<file path="config.mk">
export PLATFORM = sky130hd
export DESIGN_NAME = alu_issue_stage_flat
export DESIGN_NICKNAME = d
export VERILOG_FILES = /design/src/rtl/alu_issue_stage_if.sv /design/src/rtl/alu_issue_stage.sv /design/src/flat_wrapper.sv
export SDC_FILE = /design/constraint.sdc
export NUM_CORES = 1
export LEC_CHECK = 0
export BUFFER_PORTS_ARGS = -buffer_cell sky130_fd_sc_hd__buf_2
export CAP_MARGIN = 20
export CORE_UTILIZATION = 35
export DETAILED_ROUTE_END_ITERATION = 12
export PLACE_DENSITY = 0.66
export SYNTH_ARGS = -nofsm -noshare
export SYNTH_HDL_FRONTEND = slang
export SYNTH_SLANG_ARGS = --single-unit
</file>
<file path="constraint.sdc">
create_clock -name clk -period 2.7 [get_ports clk]
set_clock_uncertainty 0.15 [all_clocks]
set_input_delay 0.135 -clock clk [delete_from_list [all_inputs] [get_ports clk]]
set_output_delay 0.135 -clock clk [all_outputs]
set_load 0.01 [all_outputs]
</file>
<file path="src/rtl/alu_issue_stage_if.sv">
// alu_issue_stage_if: upstream (register-read) and downstream (ALU) handshake
// bundle for the ALU issue stage. The stage is the slave side; the producer of
// instructions and consumer of operands (or a testbench) is the master side.
interface alu_issue_stage_if #(
    parameter int XLEN = 32
);
    // branch redirect
    logic            flush;

    // upstream: instruction plus register-file values
    logic            in_valid;
    logic            in_ready;
    logic [31:0]     in_instr;
    logic [XLEN-1:0] in_rs1_val;
    logic [XLEN-1:0] in_rs2_val;

    // downstream: decoded ALU operands
    logic            out_valid;
    logic            out_ready;
    logic [XLEN-1:0] out_A;
    logic [XLEN-1:0] out_B;
    logic [1:0]      out_ALUOp;
    logic [4:0]      out_rd;
    logic            out_illegal;

    modport master (
        output flush, in_valid, in_instr, in_rs1_val, in_rs2_val, out_ready,
        input  in_ready, out_valid, out_A, out_B, out_ALUOp, out_rd, out_illegal
    );

    modport slave (
        input  flush, in_valid, in_instr, in_rs1_val, in_rs2_val, out_ready,
        output in_ready, out_valid, out_A, out_B, out_ALUOp, out_rd, out_illegal
    );
endinterface

</file>
<file path="src/rtl/alu_issue_stage.sv">
// alu_issue_stage: decodes RV32I ALU instructions into operand A/B, a 2-bit
// ALU op and rd, and hands them to execute through a 2-entry skid buffer
// (main entry drives the outputs, skid entry absorbs one overflow) so that
// in_ready can be a flop while still sustaining one instruction per cycle.
// Optional build macro: ALU_ISSUE_LUI_EN -- decode LUI as a legal ADD 0+imm.
// Only XLEN = 32 is supported.
module alu_issue_stage #(
    parameter int XLEN = 32
) (
    input  logic             clk,
    input  logic             rst,
    alu_issue_stage_if.slave bus
);

    typedef struct packed {
        logic [XLEN-1:0] a;
        logic [XLEN-1:0] b;
        logic [1:0]      op;
        logic [4:0]      rd;
        logic            illegal;
    } entry_t;

    localparam logic [6:0] OPC_OP     = 7'b0110011;
    localparam logic [6:0] OPC_OP_IMM = 7'b0010011;
    localparam logic [6:0] OPC_LUI    = 7'b0110111;

    localparam logic [1:0] ALU_ADD = 2'b00;
    localparam logic [1:0] ALU_SUB = 2'b01;
    localparam logic [1:0] ALU_AND = 2'b10;
    localparam logic [1:0] ALU_OR  = 2'b11;

    entry_t main_q, main_n;
    entry_t skid_q, skid_n;
    logic   main_vld, main_vld_n;
    logic   skid_vld, skid_vld_n;
    logic   in_ready_q;

    entry_t          dec;
    logic            dec_legal;
    logic [1:0]      dec_op;
    logic [XLEN-1:0] dec_a;
    logic [XLEN-1:0] dec_b;

    logic [6:0] opcode;
    logic [2:0] funct3;
    logic [6:0] funct7;

    logic accept;
    logic consume;

    // rs1 field is never needed: the register value arrives already read
    logic unused_rs1_field;
    assign unused_rs1_field = ^bus.in_instr[19:15];

    assign opcode = bus.in_instr[6:0];
    assign funct3 = bus.in_instr[14:12];
    assign funct7 = bus.in_instr[31:25];

    assign accept  = bus.in_valid && in_ready_q;
    assign consume = main_vld && bus.out_ready;

    // Decode the presented instruction; unsupported encodings become an
    // all-zero payload with the illegal flag set.
    always_comb begin
        dec_legal = 1'b0;
        dec_op    = ALU_ADD;
        dec_a     = bus.in_rs1_val;
        dec_b     = bus.in_rs2_val;
        case (opcode)
            OPC_OP: begin
                if (funct7 == 7'b0000000) begin
                    case (funct3)
                        3'b000:  begin dec_legal = 1'b1; dec_op = ALU_ADD; end
                        3'b111:  begin dec_legal = 1'b1; dec_op = ALU_AND; end
                        3'b110:  begin dec_legal = 1'b1; dec_op = ALU_OR;  end
                        default: dec_legal = 1'b0;
                    endcase
                end else if (funct7 == 7'b0100000 && funct3 == 3'b000) begin
                    dec_legal = 1'b1;
                    dec_op    = ALU_SUB;
                end
            end
            OPC_OP_IMM: begin
                dec_b = {{(XLEN-12){bus.in_instr[31]}}, bus.in_instr[31:20]};
                case (funct3)
                    3'b000:  begin dec_legal = 1'b1; dec_op = ALU_ADD; end
                    3'b111:  begin dec_legal = 1'b1; dec_op = ALU_AND; end
                    3'b110:  begin dec_legal = 1'b1; dec_op = ALU_OR;  end
                    default: dec_legal = 1'b0;
                endcase
            end
`ifdef ALU_ISSUE_LUI_EN
            OPC_LUI: begin
                // LUI rides the adder as 0 + (imm << 12)
                dec_legal = 1'b1;
                dec_op    = ALU_ADD;
                dec_a     = '0;
                dec_b     = XLEN'({bus.in_instr[31:12], 12'b0});
            end
`else
            OPC_LUI: dec_legal = 1'b0;
`endif
            default: dec_legal = 1'b0;
        endcase

        dec.illegal = !dec_legal;
        dec.op      = dec_legal ? dec_op : ALU_ADD;
        dec.a       = dec_legal ? dec_a : '0;
        dec.b       = dec_legal ? dec_b : '0;
        dec.rd      = dec_legal ? bus.in_instr[11:7] : 5'd0;
    end

    // Skid-buffer next state: flush wins over everything, then either the
    // main slot refills (from skid first, else from input) or, when main is
    // stalled, an accepted input parks in skid.
    always_comb begin
        main_n     = main_q;
        main_vld_n = main_vld;
        skid_n     = skid_q;
        skid_vld_n = skid_vld;
        if (bus.flush) begin
            main_vld_n = 1'b0;
            skid_vld_n = 1'b0;
        end else if (!main_vld || consume) begin
            if (skid_vld) begin
                main_n     = skid_q;
                main_vld_n = 1'b1;
                skid_vld_n = accept;
                if (accept) skid_n = dec;
            end else begin
                main_vld_n = accept;
                if (accept) main_n = dec;
            end
        end else if (accept) begin
            skid_n     = dec;
            skid_vld_n = 1'b1;
        end
    end

    // State registers; in_ready is registered off the next skid occupancy.
    always_ff @(posedge clk) begin
        if (rst) begin
            main_q     <= '0;
            skid_q     <= '0;
            main_vld   <= 1'b0;
            skid_vld   <= 1'b0;
            in_ready_q <= 1'b1;
        end else begin
            main_q     <= main_n;
            skid_q     <= skid_n;
            main_vld   <= main_vld_n;
            skid_vld   <= skid_vld_n;
            in_ready_q <= !skid_vld_n;
        end
    end

    assign bus.in_ready    = in_ready_q;
    assign bus.out_valid   = main_vld;
    assign bus.out_A       = main_q.a;
    assign bus.out_B       = main_q.b;
    assign bus.out_ALUOp   = main_q.op;
    assign bus.out_rd      = main_q.rd;
    assign bus.out_illegal = main_q.illegal;

endmodule

</file>
<file path="src/flat_wrapper.sv">
// flat-port wrapper written by rule: the top's interface ports become plain ports
module alu_issue_stage_flat 
#(
    parameter int XLEN = 32
)
  (clk, rst, bus_flush, bus_in_valid, bus_in_instr, bus_in_rs1_val, bus_in_rs2_val, bus_out_ready, bus_in_ready, bus_out_valid, bus_out_A, bus_out_B, bus_out_ALUOp, bus_out_rd, bus_out_illegal);
  alu_issue_stage_if #(.XLEN(XLEN)) bus_i ();
  input  logic clk;
  input  logic rst;
  input wire logic [$bits(bus_i.flush)-1:0] bus_flush;
  input wire logic [$bits(bus_i.in_valid)-1:0] bus_in_valid;
  input wire logic [$bits(bus_i.in_instr)-1:0] bus_in_instr;
  input wire logic [$bits(bus_i.in_rs1_val)-1:0] bus_in_rs1_val;
  input wire logic [$bits(bus_i.in_rs2_val)-1:0] bus_in_rs2_val;
  input wire logic [$bits(bus_i.out_ready)-1:0] bus_out_ready;
  output wire logic [$bits(bus_i.in_ready)-1:0] bus_in_ready;
  output wire logic [$bits(bus_i.out_valid)-1:0] bus_out_valid;
  output wire logic [$bits(bus_i.out_A)-1:0] bus_out_A;
  output wire logic [$bits(bus_i.out_B)-1:0] bus_out_B;
  output wire logic [$bits(bus_i.out_ALUOp)-1:0] bus_out_ALUOp;
  output wire logic [$bits(bus_i.out_rd)-1:0] bus_out_rd;
  output wire logic [$bits(bus_i.out_illegal)-1:0] bus_out_illegal;
  assign bus_i.flush = bus_flush;
  assign bus_i.in_valid = bus_in_valid;
  assign bus_i.in_instr = bus_in_instr;
  assign bus_i.in_rs1_val = bus_in_rs1_val;
  assign bus_i.in_rs2_val = bus_in_rs2_val;
  assign bus_i.out_ready = bus_out_ready;
  assign bus_in_ready = bus_i.in_ready;
  assign bus_out_valid = bus_i.out_valid;
  assign bus_out_A = bus_i.out_A;
  assign bus_out_B = bus_i.out_B;
  assign bus_out_ALUOp = bus_i.out_ALUOp;
  assign bus_out_rd = bus_i.out_rd;
  assign bus_out_illegal = bus_i.out_illegal;
  alu_issue_stage #(.XLEN(XLEN)) u_core (.clk(clk), .rst(rst), .bus(bus_i));
endmodule
</file>
==> flow_summary_export.csv <==
group,metric,value,unit
global_routing,use_met1,0.261,
sta,finalSetupTns,0,ps
pwr,p_leak,0.00339,uW
pwr,swShare,0.262,
floorplan,initial_core_util,0.356,
setup_path,cp_cell_sequence,"dlygate4sd3_1 > buf_2 > o31ai_2 > a31oi_4 > nor2_8 > nand2_2 > o21ai_0",
logic_synthesis,synthFlopType,"dfxtp_1",
sta,slew_viol_final,0,
global_routing,grt_usage,0.206,
detailed_routing,viasPerCell,5.27,
pwr,power.switching,1360,uW
pwr,clkPwrFrac,0.445,
logic_synthesis,netlist_top_cells_area,"dfxtp_1, a21oi_1, o311a_1",
clock_tree,clk_path_buf_depth,2,
detailed_routing,drc_errors,0,
clock_tree,cts_made_buffers,17,
placement,hpwlAfterDp,11.2,mm
sta,tightest_slew,765,ps
detailed_routing,routed_wl,19.2,mm
detailed_routing,drtPass1Iterations,4,
logic_synthesis,syn_nets,840,
logic_synthesis,syn_area,6380,sq um
clock_tree,clockRootBuffer,"clkbuf_16",
pwr,intPower,3820,uW
clock_tree,clock-sinks,147,
final_layout,drive_gt1_frac,0.278,
sta,setup_viol,0,
global_routing,grt_pass1_wl,30.0,mm
logic_synthesis,yosysTopAreaCellShare,0.461,
pwr,vdd_drop_max,0.000467,V
setup_path,critPathLaunch,"bus_in_instr[12]",
setup_path,cp.buffers_inverters,2,
setup_path,required,2890,ps
clock_tree,cts_resized,0,
sta,max_freq,436,MHz
detailed_routing,first_iter_violations,415,
logic_synthesis,yosysMostFrequentCell,"dfxtp_1",
setup_path,cp_max_fo,32,
pwr,p_per_area,594,nW/um^2
floorplan,num_rows,49,
setup_path,slowest_delay,570,ps
detailed_routing,wl_per_cell,16.1,um
logic_synthesis,synth-seq-cells,147,
setup_path,end_kind,"register",
global_routing,grt_pass1_vias,5814,
global_routing,grt-busiest-layer,"met2",
detailed_routing,antenna_left,0,
detailed_routing,vias,6284,
placement,gp_congestion,0.745,
clock_tree,worstSkewPairLatency,420,ps
sta,relSlewSlack,0.490,
global_routing,grt_use_met3,0.0633,
sta,finalCritPeriodShare,0.850,
setup_path,cp-start-kind,"input pin",
worst_hold_path,hp-start,"rst",
floorplan,dieWidth,137,um
pwr,power.share.combinational,0.117,
sta,rsz0062_at_grt,"no",
flow_run,drv_cap,0,
setup_path,timing.rr.start,"u_core.skid_vld$_SDFF_PP0_",
final_layout,diodes,0,
placement,numPortBuffers,169,
logic_synthesis,ys_types,44,
floorplan,ios,175,
clock_tree,cts_tree,"yes",
logic_synthesis,synth-seq-area-share,0.461,
logic_synthesis,synth_top_area_cell,"dfxtp_1",
worst_hold_path,hold_path_class,"in -> reg",
floorplan,dieArea,18800,sq um
setup_path,critPathKind,"in -> reg",
setup_path,path_delay_family,"simple AND/OR/NAND/NOR gates",
sta,finalCriticalPeriod,2300,ps
logic_synthesis,postSynthCellCount,739,
placement,placed_area,7320,sq um
pwr,seq_power_share,0.438,
run_status,status,"finished clean",
final_layout,nNetsFinal,1051,
floorplan,core,17900,sq um
final_layout,fin_area,8710,sq um
setup_path,crit_slowest_cell,"dlygate4sd3_1",
global_routing,grtUsageMet2,0.334,
final_layout,area_growth,36.6,%
logic_synthesis,synthArstFlopShare,0,
setup_path,cp_data_arrival_time,2490,ps
clock_tree,clk_pin_slew,70,ps
logic_synthesis,synth_edf_count,0,
global_routing,grt_max_degree,62,
clock_tree,cts.htree.levels,4,
logic_synthesis,ys_warn_count,0,
global_routing,grt_antenna_before_repair,0,
global_routing,overflow,0,
sta,hold_violations,0,
floorplan,die_h,137,um
logic_synthesis,netlist_top_cells_count,"dfxtp_1, a21oi_1, nand2_1",
logic_synthesis,avgSynthCellArea,8.63,sq um
metrics by stage:
| step | hold slack (ps) | instances | util | setup WS [ps] | total power (uW) |
|---|---|---|---|---|---|
| 2_1_floorplan | 122 | 739 | - | 964 | 2600 |
| 3_3_place_gp | 246 | 1078 | 0.409 | 457 | 2820 |
| 3_5_place_dp | 247 | 1078 | 0.409 | 410 | 2830 |
| 4_1_cts | 5.71 | 1192 | 0.487 | 437 | 5230 |
| 5_1_grt | 32.5 | 1192 | 0.487 | 233 | 5400 |
| 6_report | 23.6 | 1192 | 0.487 | 404 | 5180 |
tightest hold or removal path, cell delays in order:
cell	delay (ps)
buf_4	120
nor2_2	150
nand2_1	100
o21ai_1	50
layout make-up:
cell class / instances / area [sq um]
flip-flops and latches: 147 / 2940
well taps: 229 / 287
multi-input cells: 508 / 3050
inverters: 5 / 18.8
clock buffers: 18 / 429
repair buffers: 271 / 1840
fillers: 1709 / 9190
clock inverters: 14 / 141
sequential cells by signal, summed over array words and instances, names as in the netlist:
signal,count
u_core.skid_q,72
u_core.bus.out_A,32
u_core.bus.out_B,32
u_core.bus.out_rd,5
u_core.bus.out_ALUOp,2
u_core.bus.in_ready,1
u_core.bus.out_illegal,1
u_core.bus.out_valid,1
u_core.skid_vld,1
power by group through the flow:
stage               clock network, uW  logic (uW)  registers [uW]
floorplan                           0         254            2350
global placement                    0         506            2320
detailed placement                  0         508            2320
CTS                              2360         603            2270
global route                     2460         662            2280
finish                           2300         604            2270
metal layers:
metal / part of all wire / vias to the layer above / wire (um)
met3: 0.069 / 17 / 1330
met2: 0.47 / 206 / 9040
li1: - / 3124 / -
met1: 0.45 / 2937 / 8630
met4: 0.011 / 0 / 213
met5: 0 / - / 0
path summary, 6_finish.rpt:
kind | endpoint | slack (ps) | cells after the start
min | u_core.skid_q[16]$_SDFFE_PP0P_ | 20 | 4
max reg2reg | u_core.skid_q[23]$_SDFFE_PP0P_ | 580 | 6
min reg2reg | u_core.skid_q[16]$_SDFFE_PP0P_ | 300 | 2
max | u_core.skid_q[23]$_SDFFE_PP0P_ | 400 | 7
cells in the final DEF (no fill, tap or decap), types with 19 or more instances in the layout:
cell,netlist,routed
buf_2,15,168
dfxtp_1,147,146
a21oi_1,83,83
dlygate4sd3_1,0,82
nand2_1,74,74
nand3_1,60,60
nor2_1,45,44
a211oi_1,39,39
nor3_1,36,36
o22ai_1,32,32
o311a_1,32,32
o21ai_1,21,21
buf_4,5,19
repair_timing:
item	4_1_cts	5_1_grt
setup buffers	0	0
endpoints found under the hold margin	110	0
hold buffers	82	0
logic make-up after synthesis:
family                 share of synthesized area
and+or+nand+nor                            0.199
DFF                                        0.461
muxes                                     0.0157
AOI/OAI and AO/OA                          0.260
buffers and inverters                     0.0645
Power figures use the tool's default switching activity.
